File: config.mk
export PLATFORM = sky130hd
export DESIGN_NAME = hmc_tx_token_ctrl
export DESIGN_NICKNAME = d
export VERILOG_FILES = /design/src/rtl/hmc_tx_token_ctrl.sv
export SDC_FILE = /design/constraint.sdc
export NUM_CORES = 1
export LEC_CHECK = 0
export CORE_UTILIZATION = 53
export CTS_CLUSTER_DIAMETER = 100
export DETAILED_ROUTE_END_ITERATION = 10
export PLACE_DENSITY = 0.85
export SYNTH_ARGS = -nofsm -noshare
export SYNTH_HDL_FRONTEND = slang
export SYNTH_SLANG_ARGS = --single-unit
File: constraint.sdc
create_clock -name clk -period 6.9 [get_ports clk]
set_input_delay 1.035 -clock clk [delete_from_list [all_inputs] [get_ports clk]]
set_output_delay 1.035 -clock clk [all_outputs]
set_load 0.05 [all_outputs]
File: src/rtl/hmc_tx_token_ctrl.sv
// HMC TX token controller: tracks input-buffer tokens on the transmit side.
// Tokens are loaded from the configured value, consumed by granted FLITs and
// credited from the RTC fields of up to FPW returned FLITs per cycle. Returns
// pass through one register stage before they are credited.
module hmc_tx_token_ctrl #(
    parameter int FPW                = 4,
    parameter int LOG_FPW            = 2,
    parameter int LOG_MAX_HMC_TOKENS = 10,
    parameter int RTC_W              = 5,
    parameter int DBG_TOKEN_MON      = 1
) (
    input  logic                          clk,
    input  logic                          res_n,
    input  logic                          init_load,
    input  logic [LOG_MAX_HMC_TOKENS-1:0] init_tokens,
    input  logic [FPW-1:0]                rtc_valid,
    input  logic [FPW*RTC_W-1:0]          rtc_val,
    input  logic                          req_valid,
    input  logic [LOG_FPW:0]              req_flits,
    output logic                          grant,
    output logic [LOG_MAX_HMC_TOKENS:0]   avail_tokens,
    output logic                          tokens_zero,
    output logic                          overflow_err,
    input  logic                          dbg_clr,
    output logic [LOG_MAX_HMC_TOKENS:0]   dbg_min_tokens
);

    // Token count width holds the full 2**LOG_MAX_HMC_TOKENS value; one extra
    // bit on the intermediate sum lets overflow be seen before saturation.
    localparam int TW = LOG_MAX_HMC_TOKENS + 1;
    localparam int NW = TW + 1;
    localparam int FW = LOG_FPW + 1;

    localparam logic [TW-1:0] MAX_TOK   = TW'(2**LOG_MAX_HMC_TOKENS);
    localparam logic [NW-1:0] MAX_FULL  = NW'(2**LOG_MAX_HMC_TOKENS);
    localparam logic [FW-1:0] FLITS_MAX = FW'(FPW);

    typedef enum logic [1:0] {
        ST_UNINIT = 2'd0,
        ST_ACTIVE = 2'd1,
        ST_ERR    = 2'd2
    } state_t;

    state_t        state_q, state_d;
    logic [TW-1:0] avail_q, avail_d;
    logic [TW-1:0] ret_q, ret_d;
    logic          ovf_q, ovf_d;

    logic [TW-1:0] ret_sum;
    logic [NW-1:0] next_full;
    logic          overflow_hit;
    logic [TW-1:0] next_sat;

    // Sum the RTC fields of all valid slots at full token width.
    always_comb begin
        ret_sum = '0;
        for (int i = 0; i < FPW; i++) begin
            if (rtc_valid[i]) begin
                ret_sum = ret_sum + TW'(rtc_val[i*RTC_W +: RTC_W]);
            end
        end
    end

    // Grant uses only the registered count, so the pending return in ret_q
    // never enables a request in the cycle it is being credited.
    assign grant = (state_q == ST_ACTIVE) && req_valid && !init_load &&
                   (req_flits != '0) && (req_flits <= FLITS_MAX) &&
                   (TW'(req_flits) <= avail_q);

    assign next_full    = {1'b0, avail_q} - (grant ? NW'(req_flits) : '0) + {1'b0, ret_q};
    assign overflow_hit = (next_full > MAX_FULL);
    assign next_sat     = overflow_hit ? MAX_TOK : next_full[TW-1:0];

    // Next-state logic: init_load wins over everything; only ACTIVE moves tokens.
    always_comb begin
        state_d = state_q;
        avail_d = avail_q;
        ovf_d   = ovf_q;
        ret_d   = ret_sum;
        if (init_load) begin
            state_d = ST_ACTIVE;
            avail_d = TW'(init_tokens);
            ret_d   = '0;
            ovf_d   = 1'b0;
        end else begin
            case (state_q)
                ST_ACTIVE: begin
                    avail_d = next_sat;
                    if (overflow_hit) begin
                        state_d = ST_ERR;
                        ovf_d   = 1'b1;
                    end
                end
                default: begin
                end
            endcase
        end
    end

    // State and token registers, cleared asynchronously.
    always_ff @(posedge clk or negedge res_n) begin
        if (!res_n) begin
            state_q <= ST_UNINIT;
            avail_q <= '0;
            ret_q   <= '0;
            ovf_q   <= 1'b0;
        end else begin
            state_q <= state_d;
            avail_q <= avail_d;
            ret_q   <= ret_d;
            ovf_q   <= ovf_d;
        end
    end

    assign avail_tokens = avail_q;
    assign tokens_zero  = (avail_q == '0);
    assign overflow_err = ovf_q;

    generate
        if (DBG_TOKEN_MON != 0) begin : g_dbg
            logic [TW-1:0] dbg_min_q, dbg_min_d;

            // Low-watermark tracking of the post-update count while ACTIVE.
            always_comb begin
                dbg_min_d = dbg_min_q;
                if (init_load) begin
                    dbg_min_d = TW'(init_tokens);
                end else if (state_q == ST_ACTIVE) begin
                    if (dbg_clr || (next_sat < dbg_min_q)) begin
                        dbg_min_d = next_sat;
                    end
                end
            end

            // Watermark register.
            always_ff @(posedge clk or negedge res_n) begin
                if (!res_n) begin
                    dbg_min_q <= '0;
                end else begin
                    dbg_min_q <= dbg_min_d;
                end
            end

            assign dbg_min_tokens = dbg_min_q;
        end else begin : g_no_dbg
            assign dbg_min_tokens = '0;
        end
    endgenerate

endmodule

Yosys cells after proc, flatten, opt, wreduce, memory -nomap -nowiden
Cells that the tools add are included.

Add/sub/neg operators: 5. Order comparisons: 4. Equality and inequality tests: 1. Multiplexer cells: 18. Reduce and logical (&&, ||, !) cells: 14.

Operator list (count): $mux W11 (10); $add A11 B5 Y11 (3); $add A12 B11 Y12 (1); $gt A12 B11 Y1 const B (1); $sub A11 B3 Y12 (1); $le A3 B11 Y1 (1); $logic_not A11 Y1 (1); $lt A11 B11 Y1 (1); $mux W2 (3); $reduce_bool A2 Y1 (3); $logic_and A1 B1 Y1 (5); $mux W5 (1); $reduce_and A2 Y1 (2); $le A3 B3 Y1 const B (1); $mux W1 (3); $mux W3 (1); $reduce_bool A3 Y1 (1); $eq A2 B1 Y1 const B (1); $logic_not A1 Y1 (1); $logic_or A1 B1 Y1 (1).

Bits in registers: 36. Bits of input ports: 42. Output and inout bits: 25. Logic and storage cells: 47.

Longest topological paths before layout
Gate-level depths: netlist of the first run.

Depth in word-level cells: 16. Depth in mapped cells: 29. Depth with buffers taken out: 27.

Worst setup path before layout of the first run
No wires, ideal clock.

Path kind: input to register. From: in req_flits[1]. To: reg g_dbg.dbg_min_q[5], in the netlist dbg_min_tokens[5]. Library setup time: 122 ps. Arrival: 6727 ps. Required time: 6778 ps. Slack: 51 ps. Cell stages on the path: 26. Buffers on the path: 2. Cell sequence: ha_1 -> a21o_1 -> a21oi_1 -> nor4_1 -> a31oi_1 -> and2_1 -> fa_1 -> inv_1 -> ha_1 -> a211oi_2 -> o21ai_1 -> o2111a_1 -> a211oi_4 -> nand2_2 -> buf_6 -> o21ai_1 -> and2_1 -> ha_1 -> a21o_1 -> a21o_1 -> a21oi_1 -> o32ai_1 -> a311o_2 -> and2_1 -> buf_2 -> o22a_1.

Cells in the longest elaborated chain, start to end: 13. Elaborated cells on any way between the ends: 18. Classes of those cells: 2 x add/sub; 4 x order compare; 5 x mux; 7 x reduce/logical.

Ends and longest elaborated chain: start: declaration (RTL line 19) `input logic [LOG_FPW:0] req_flits,`; branches (longest 3 deep; another with $le A3 B11 Y1); $logic_and A1 B1 Y1 (*) (RTL line 67) `(req_flits != '0) && (req_flits <= FLITS_MAX) &&`; via grant (RTL line 20) `output logic grant,`; $mux W3 (*) (RTL line 70) `assign next_full = {1'b0, avail_q} - (grant ? NW'(req_flits) : '0) + {1'b0, ret_q};`; $sub A11 B3 Y12 (*) (RTL line 70); $add A12 B11 Y12 (*) (RTL line 70); $gt A12 B11 Y1 (RTL line 71) `assign overflow_hit = (next_full > MAX_FULL);`; $mux W11 (*) (RTL line 72) `assign next_sat = overflow_hit ? MAX_TOK : next_full[TW-1:0];`; $lt A11 B11 Y1 (RTL line 129) `if (dbg_clr || (next_sat < dbg_min_q)) begin`; $logic_or A1 B1 Y1 (RTL line 129); $reduce_bool A2 Y1 (no source line); $reduce_and A2 Y1 (no source line); end signal: assignment (RTL line 140) `dbg_min_q <= dbg_min_d;`; end: declaration (RTL line 121) `logic [TW-1:0] dbg_min_q, dbg_min_d;`.

Mark *: on every way through the listed nets, which the timed path passes. The select of a mux whose other input is x is not followed. A chain may end at the register's enable or synchronous reset.

Final worst setup path of the first run
From: in req_flits[0]. To: reg g_dbg.dbg_min_q[8], in the netlist dbg_min_tokens[8].

Cells in the longest elaborated chain, start to end: 13. Elaborated cells on any way between the ends: 18. Classes of those cells: 2 x add/sub; 4 x order compare; 5 x mux; 7 x reduce/logical.

Ends and longest elaborated chain (RTL line): branches (longest 4 deep; another with $le A3 B11 Y1); $mux W3 (*) (70); $sub A11 B3 Y12 (*) (70); $add A12 B11 Y12 (*) (70); $gt A12 B11 Y1 (71); $mux W11 (*) (72); $lt A11 B11 Y1 (129); $logic_or A1 B1 Y1 (129); $reduce_bool A2 Y1 (no source line); $reduce_and A2 Y1 (no source line).

Every way passes the cells marked *. The select of a mux whose other input is x is not followed.

==> run_results.csv, run 1 <==
group,metric,value,unit
yosys,synth.net_count,477,
setup_path,worst-endpoint-required,7.11,ns
finish,fill_cells,469,
setup_path,reg2reg_depth,26,
setup_path,endpoint_kind,"flip-flop",
clock_network,clk_pin_slew,0.07,ns
global_routing,antenna_found_initial,0,
floorplanning,die_area,0.00662,mm^2
setup_path,cp-startpoint,"req_flits[0]",
finish,n_antenna_cell,0,
global_routing,grtUsageTotal,0.257,
yosys,yosys_warnings,0,
place,detailedPlace.worstSlack,-0.0473,ns
floorplanning,floorplan.initialDensity,0.557,
yosys,synth_mux_area_frac,0.0259,
min_path,hold_class,"flip-flop to flip-flop",
run,drv_cap,0,
place,routability_congestion_estimate_from_global_placement,0.916,
yosys,edff_count_synth,0,
timing,timing.final.crit_share,0.973,
floorplanning,die_y,81.3,um
yosys,dominant_combinational_cell_family_by_area_after_synthesis,"compound AO/OA/AOI/OAI gates",
yosys,ys.flop_type,"dfrtp_1",
yosys,average_footprint_of_a_synthesized_cell,8.73,um^2
finish,finalNetCount,549,
timing,post-route-min-period,6.72,ns
timing,finalMaxSlewViolations,0,
global_routing,groute.layer.met2.usage,0.441,
yosys,synth_compound_area_frac,0.246,
drt,remaining_drc_errors,0,
yosys,synthesis.instances,382,
floorplanning,dieWidth,81.3,um
place,dp_hpwl,6690,um
clock_network,cts-root-to-sink-buffers,2,
drt,route.detailed.vias_per_inst,5.69,
finish,final_layout_size_suffix_gt1_frac,0.0791,
drt,number_of_detailed_routing_iterations_run_before_antenna_repair,4,
global_routing,number_of_global_route_vias_before_repair,2900,
setup_path,timing.rr.end,"dbg_min_tokens[8]$_DFFE_PN0P_",
timing,finClkSkew,0.00962,ns
setup_path,cpMaxStageDelayCell,"clkdlybuf4s50_1",
yosys,synth-adder-area-share,0.212,
floorplanning,placementRows,28,
yosys,netlist_area,0.00334,mm^2
yosys,post_synthesis_register_bit_count,32,
clock_network,cts_num_sinks,32,
drt,residual_antenna_violating_net_count_after_detailed_routing,0,
place,count_of_buffers_from_port_buffering,66,
setup_path,critical_path_class,"input pin to flip-flop",
clock_network,cts-root-buf,"clkbuf_8",
finish,fin_cells,530,
finish,stdcell_area,0.00426,mm^2
clock_network,cts_htree_levels,2,
yosys,ys_types,60,
timing,worst_pin_slew,1.26,ns
yosys,synth_top_cells_by_count,"inv_1, ha_1, dfrtp_1, a21oi_1, nor2_1",
global_routing,grt_busiest_layer,"met2",
yosys,ys_top_cells_by_area,"dfrtp_1, ha_1, inv_1, fa_1, a21o_1",
global_routing,largest_net_degree_at_the_start_of_global_routing,33,
global_routing,global_route.overflow_total,0,
drt,via_count_of_the_routed_design,3016,
yosys,yosysTopAreaCell,"dfrtp_1",
place,placed_cell_area,0.00409,mm^2
clock_network,cts_tree,"yes",
timing,maxClockFrequency,149,MHz
setup_path,rr_startpoint,"avail_tokens[1]$_DFFE_PN0P_",
setup_path,r2r_slack,0.95,ns
timing,fin_worst_hold_slack,0.538,ns
yosys,synth_most_common_cell,"inv_1",
yosys,synth_sequential_area_ratio,0.240,
drt,routed_wirelength,8280,um
clock_network,cts_inserted_buffers,5,
place,numPlacedInstances,519,
drt,wire_per_inst,15.6,um
setup_path,critPathMaxStageDelay,0.51,ns
floorplanning,core_area,0.00599,mm^2
clock_network,postCtsHoldBufs,0,
yosys,yosys.area.top_type_share,0.240,
finish,area.growth.synth_to_final,27.6,%
timing,timing.final.setup_violations,0,
timing,hold_viol_final,0,
outcome,outcome,"finished clean",
yosys,post_synthesis_async_set_or_reset_flop_share,1.00,
setup_path,critical_path_peak_fanout,11,
global_routing,grt_first_pass_wirelength,13200,um
clock_network,clkLatencyLatePin,0.29,ns
yosys,synth_xor_xnor_area_share,0.0566,
global_routing,met1_track_usage_gr,0.343,
timing,final.setup.worst_slack,0.185,ns
yosys,area_share_of_and_or_nand_nor_cells_after_synthesis,0.131,
drt,drt-initial-drc-count,168,
setup_path,critPathCapture,"dbg_min_tokens[8]$_DFFE_PN0P_",
timing,maxSlewHeadroom,0.157,
setup_path,timing.critical_path.arrival,6.92,ns
floorplanning,io-pin-count,67,
global_routing,met3_usage,0.0371,
setup_path,cp-start-kind,"input pin",
## per-stage QoR
| stage | TNS, ns | utilization |
|---|---|---|
| finish | 0 | 0.711 |
| global route | -0.0916 | 0.711 |
| CTS | 0 | 0.703 |
| detailed placement | -0.189 | 0.682 |
| global placement | 0 | 0.682 |
| floorplan | 0 | - |
## state kept, by name, summed over array words and instances (netlist names)
register	flops
avail_tokens	11
dbg_min_tokens	11
ret_q	8
state_q	2
## layout make-up
type | count | area (um^2) | share of cell area
multi-input combinational | 275 | 2260 | 0.532
sequential | 32 | 801 | 0.188
timing repair buffer | 75 | 728 | 0.171
inverter | 65 | 244 | 0.0573
clock buffer | 7 | 96.3 | 0.0226
tap | 75 | 93.8 | 0.0220
clock inverter | 1 | 30.0 | 0.00705
## cells by family after synthesis
kind of cell               count (synthesis)
AOI/OAI and AO/OA                        109
and+or+nand+nor                           86
buffers and inverters                     75
adders and majority gates                 53
DFF                                       32
xor gates and xnor gates                  19
muxes                                      8
## placed cells by master, fill, tap and decap left out, types with 6 or more instances in the layout
| master | n |
|---|---|
| xnor2_1 | 11 |
| ha_1 | 47 |
| a21oi_1 | 23 |
| inv_1 | 65 |
| clkdlybuf4s50_1 | 66 |
| nand2_1 | 19 |
| a21o_1 | 16 |
| nor2b_1 | 8 |
| nor2_1 | 21 |
| clkbuf_8 | 7 |
| fa_1 | 6 |
| nand3_1 | 8 |
| o21ai_0 | 9 |
| buf_4 | 9 |
| o22a_1 | 7 |
| and2_1 | 10 |
| a21boi_0 | 6 |
| dfrtp_1 | 32 |
## routing by layer
layer | wire [um] | part of all wire
met1 | 3700 | 0.45
met3 | 460 | 0.056
met4 | 44 | 0.0053
met2 | 4080 | 0.49
met5 | 0 | 0
## worst min path at each step
stage               cells past startpoint                       endpoint                           from
finish                                  1  dbg_min_tokens[9]$_DFFE_PN0P_  dbg_min_tokens[9]$_DFFE_PN0P_
global route                            1  dbg_min_tokens[9]$_DFFE_PN0P_  dbg_min_tokens[9]$_DFFE_PN0P_
CTS                                     1         state_q[0]$_DFFE_PN0P_         state_q[0]$_DFFE_PN0P_
detailed placement                      1         state_q[0]$_DFFE_PN0P_         state_q[0]$_DFFE_PN0P_
global placement                        1         state_q[0]$_DFFE_PN0P_         state_q[0]$_DFFE_PN0P_
floorplan                               1         state_q[0]$_DFFE_PN0P_         state_q[0]$_DFFE_PN0P_
## worst max-delay path, delay by kind of cell
family | cells | cell delay, ns
AOI/OAI and AO/OA | 12 | 2.22
buffers and inverters | 5 | 0.90
adders and majority gates | 4 | 1.37
and+or+nand+nor | 6 | 1.17
xor gates and xnor gates | 1 | 0.20
## what timing repair did
item                                    in CTS  in global routing
buffers inserted                             0                  3
resized for setup                            0                  3
hold endpoints to repair                     0                  0
endpoints found under the setup margin       0                 11
Power of run 1 is left out: the tool's default activity adds up to more than one toggle a clock period on the data nets, which glitch-free logic cannot reach.
==> inputs of run 2 (changes only) <==
- CORE_MARGIN: default -> 4
==> run_results.csv, run 2 (synthesis results as in run 1) <==
group,metric,value,unit
clock_network,cts_tree,"yes",
global_routing,global_route.overflow_total,0,
setup_path,cp-start-kind,"input pin",
setup_path,timing.rr.end,"dbg_min_tokens[9]$_DFFE_PN0P_",
floorplanning,placementRows,28,
finish,seq_area,801,um^2
setup_path,cpMaxStageDelayCell,"clkdlybuf4s50_1",
finish,fin_cells,534,
clock_network,cts_htree_levels,2,
timing,timing.final.setup_violations,0,
global_routing,number_of_global_route_vias_before_repair,3100,
clock_network,clkLatencyLatePin,0.29,ns
drt,number_of_detailed_routing_iterations_run_before_antenna_repair,5,
floorplanning,io-pin-count,67,
setup_path,r2r_slack,0.95,ns
place,dp_hpwl,7020,um
global_routing,antenna_found_initial,0,
setup_path,endpoint_kind,"flip-flop",
timing,hold_viol_final,0,
clock_network,cts-root-buf,"clkbuf_8",
place,count_of_buffers_from_port_buffering,66,
place,routability_congestion_estimate_from_global_placement,0.941,
finish,n_antenna_cell,0,
clock_network,cts-root-to-sink-buffers,2,
timing,post-route-min-period,6.74,ns
floorplanning,core_area,0.00603,mm^2
floorplanning,die_y,87.3,um
finish,mostFrequentLayoutCells,"clkdlybuf4s50_1, inv_1, ha_1",
min_path,hp-start,"dbg_min_tokens[5]$_DFFE_PN0P_",
finish,final_layout_size_suffix_gt1_frac,0.0959,
finish,fill_cells,486,
timing,worst_pin_slew,1.34,ns
global_routing,grt_first_pass_wirelength,14200,um
finish,area.growth.synth_to_final,28.5,%
min_path,hold_class,"flip-flop to flip-flop",
finish,finalNetCount,553,
timing,maxClockFrequency,148,MHz
timing,setup_tns,0,ns
drt,remaining_drc_errors,0,
finish,multi_input_comb_area,0.00228,mm^2
global_routing,largest_net_degree_at_the_start_of_global_routing,33,
drt,residual_antenna_violating_net_count_after_detailed_routing,0,
clock_network,postCtsHoldBufs,0,
min_path,worstHoldEndpoint,"dbg_min_tokens[5]$_DFFE_PN0P_",
setup_path,worst-endpoint-required,7.08,ns
outcome,outcome,"finished clean",
setup_path,rr_startpoint,"avail_tokens[2]$_DFFE_PN0P_",
timing,timing.final.crit_share,0.977,
setup_path,critical_path_peak_fanout,8,
setup_path,reg2reg_depth,25,
floorplanning,dieWidth,87.3,um
drt,route.detailed.vias_per_inst,5.84,
timing,maxSlewHeadroom,0.106,
place,numPlacedInstances,520,
setup_path,critical_path.top_delay_family,"compound AO/OA/AOI/OAI gates",
clock_network,cts_inserted_buffers,5,
setup_path,timing.critical_path.arrival,6.92,ns
floorplanning,floorplan.initialDensity,0.554,
setup_path,critical_path_class,"input pin to flip-flop",
setup_path,critPathMaxStageDelay,0.51,ns
setup_path,worst-path-buf-inv,3,
finish,layout_commonest_cell,"clkdlybuf4s50_1",
global_routing,grtUsageTotal,0.236,
clock_network,clk_pin_slew,0.07,ns
timing,finalMaxSlewViolations,0,
clock_network,cts_num_sinks,32,
run,drv_cap,0,
drt,wire_per_inst,16.4,um
floorplanning,die_area,0.00763,mm^2
drt,drt-initial-drc-count,214,
drt,via_count_of_the_routed_design,3121,
timing,finClkSkew,0.00237,ns
finish,finish.utilization,0.712,
min_path,number_of_stages_on_the_worst_hold_path,1,
drt,routed_wirelength,8760,um
[run 2: worst max path at each step]
stage	from	end	slack, ns	depth (start not counted)
after global routing	req_flits[0]	dbg_min_tokens[9]$_DFFE_PN0P_	-0.09	26
after global placement	req_flits[0]	dbg_min_tokens[2]$_DFFE_PN0P_	0.1	28
after CTS	req_flits[0]	dbg_min_tokens[0]$_DFFE_PN0P_	0.04	27
final	req_flits[0]	dbg_min_tokens[9]$_DFFE_PN0P_	0.16	26
after detailed placement	req_flits[0]	dbg_min_tokens[0]$_DFFE_PN0P_	-0.12	28
after floorplan	req_flits[1]	dbg_min_tokens[5]$_DFFE_PN0P_	0.05	26
[run 2: what timing repair did]
action,4_1_cts,5_1_grt
setup buffers,0,6
gates resized for setup,0,8
endpoints found under the setup margin,0,11
[run 2: metrics by stage]
| stage | instance area [um^2] | setup slack, ns | hold WS (ns) |
|---|---|---|---|
| final | 4290 | 0.157 | 0.527 |
| after global placement | 4090 | 0.0994 | 0.521 |
| after detailed placement | 4090 | -0.123 | 0.516 |
| after floorplan | 3340 | 0.0509 | 0.495 |
| after global routing | 4290 | -0.0939 | 0.563 |
| after CTS | 4200 | 0.0414 | 0.533 |
[run 2: metal layers]
metal  track usage  up-vias  wire [um]
met1         0.312     1475       3700
met2         0.390      132       4300
li1              -     1491          -
met3        0.0360       23        538
met5             0        -          0
met4        0.0809        0        214
[run 2: layout make-up]
class,count,area share
multi-input cells,275,0.531
flip-flops and latches,32,0.187
clock buffers,5,0.0160
well taps,75,0.0219
inverters,65,0.0569
repair buffers,79,0.178
clock inverters,3,0.00992
Power of run 2 is left out for the same reason.
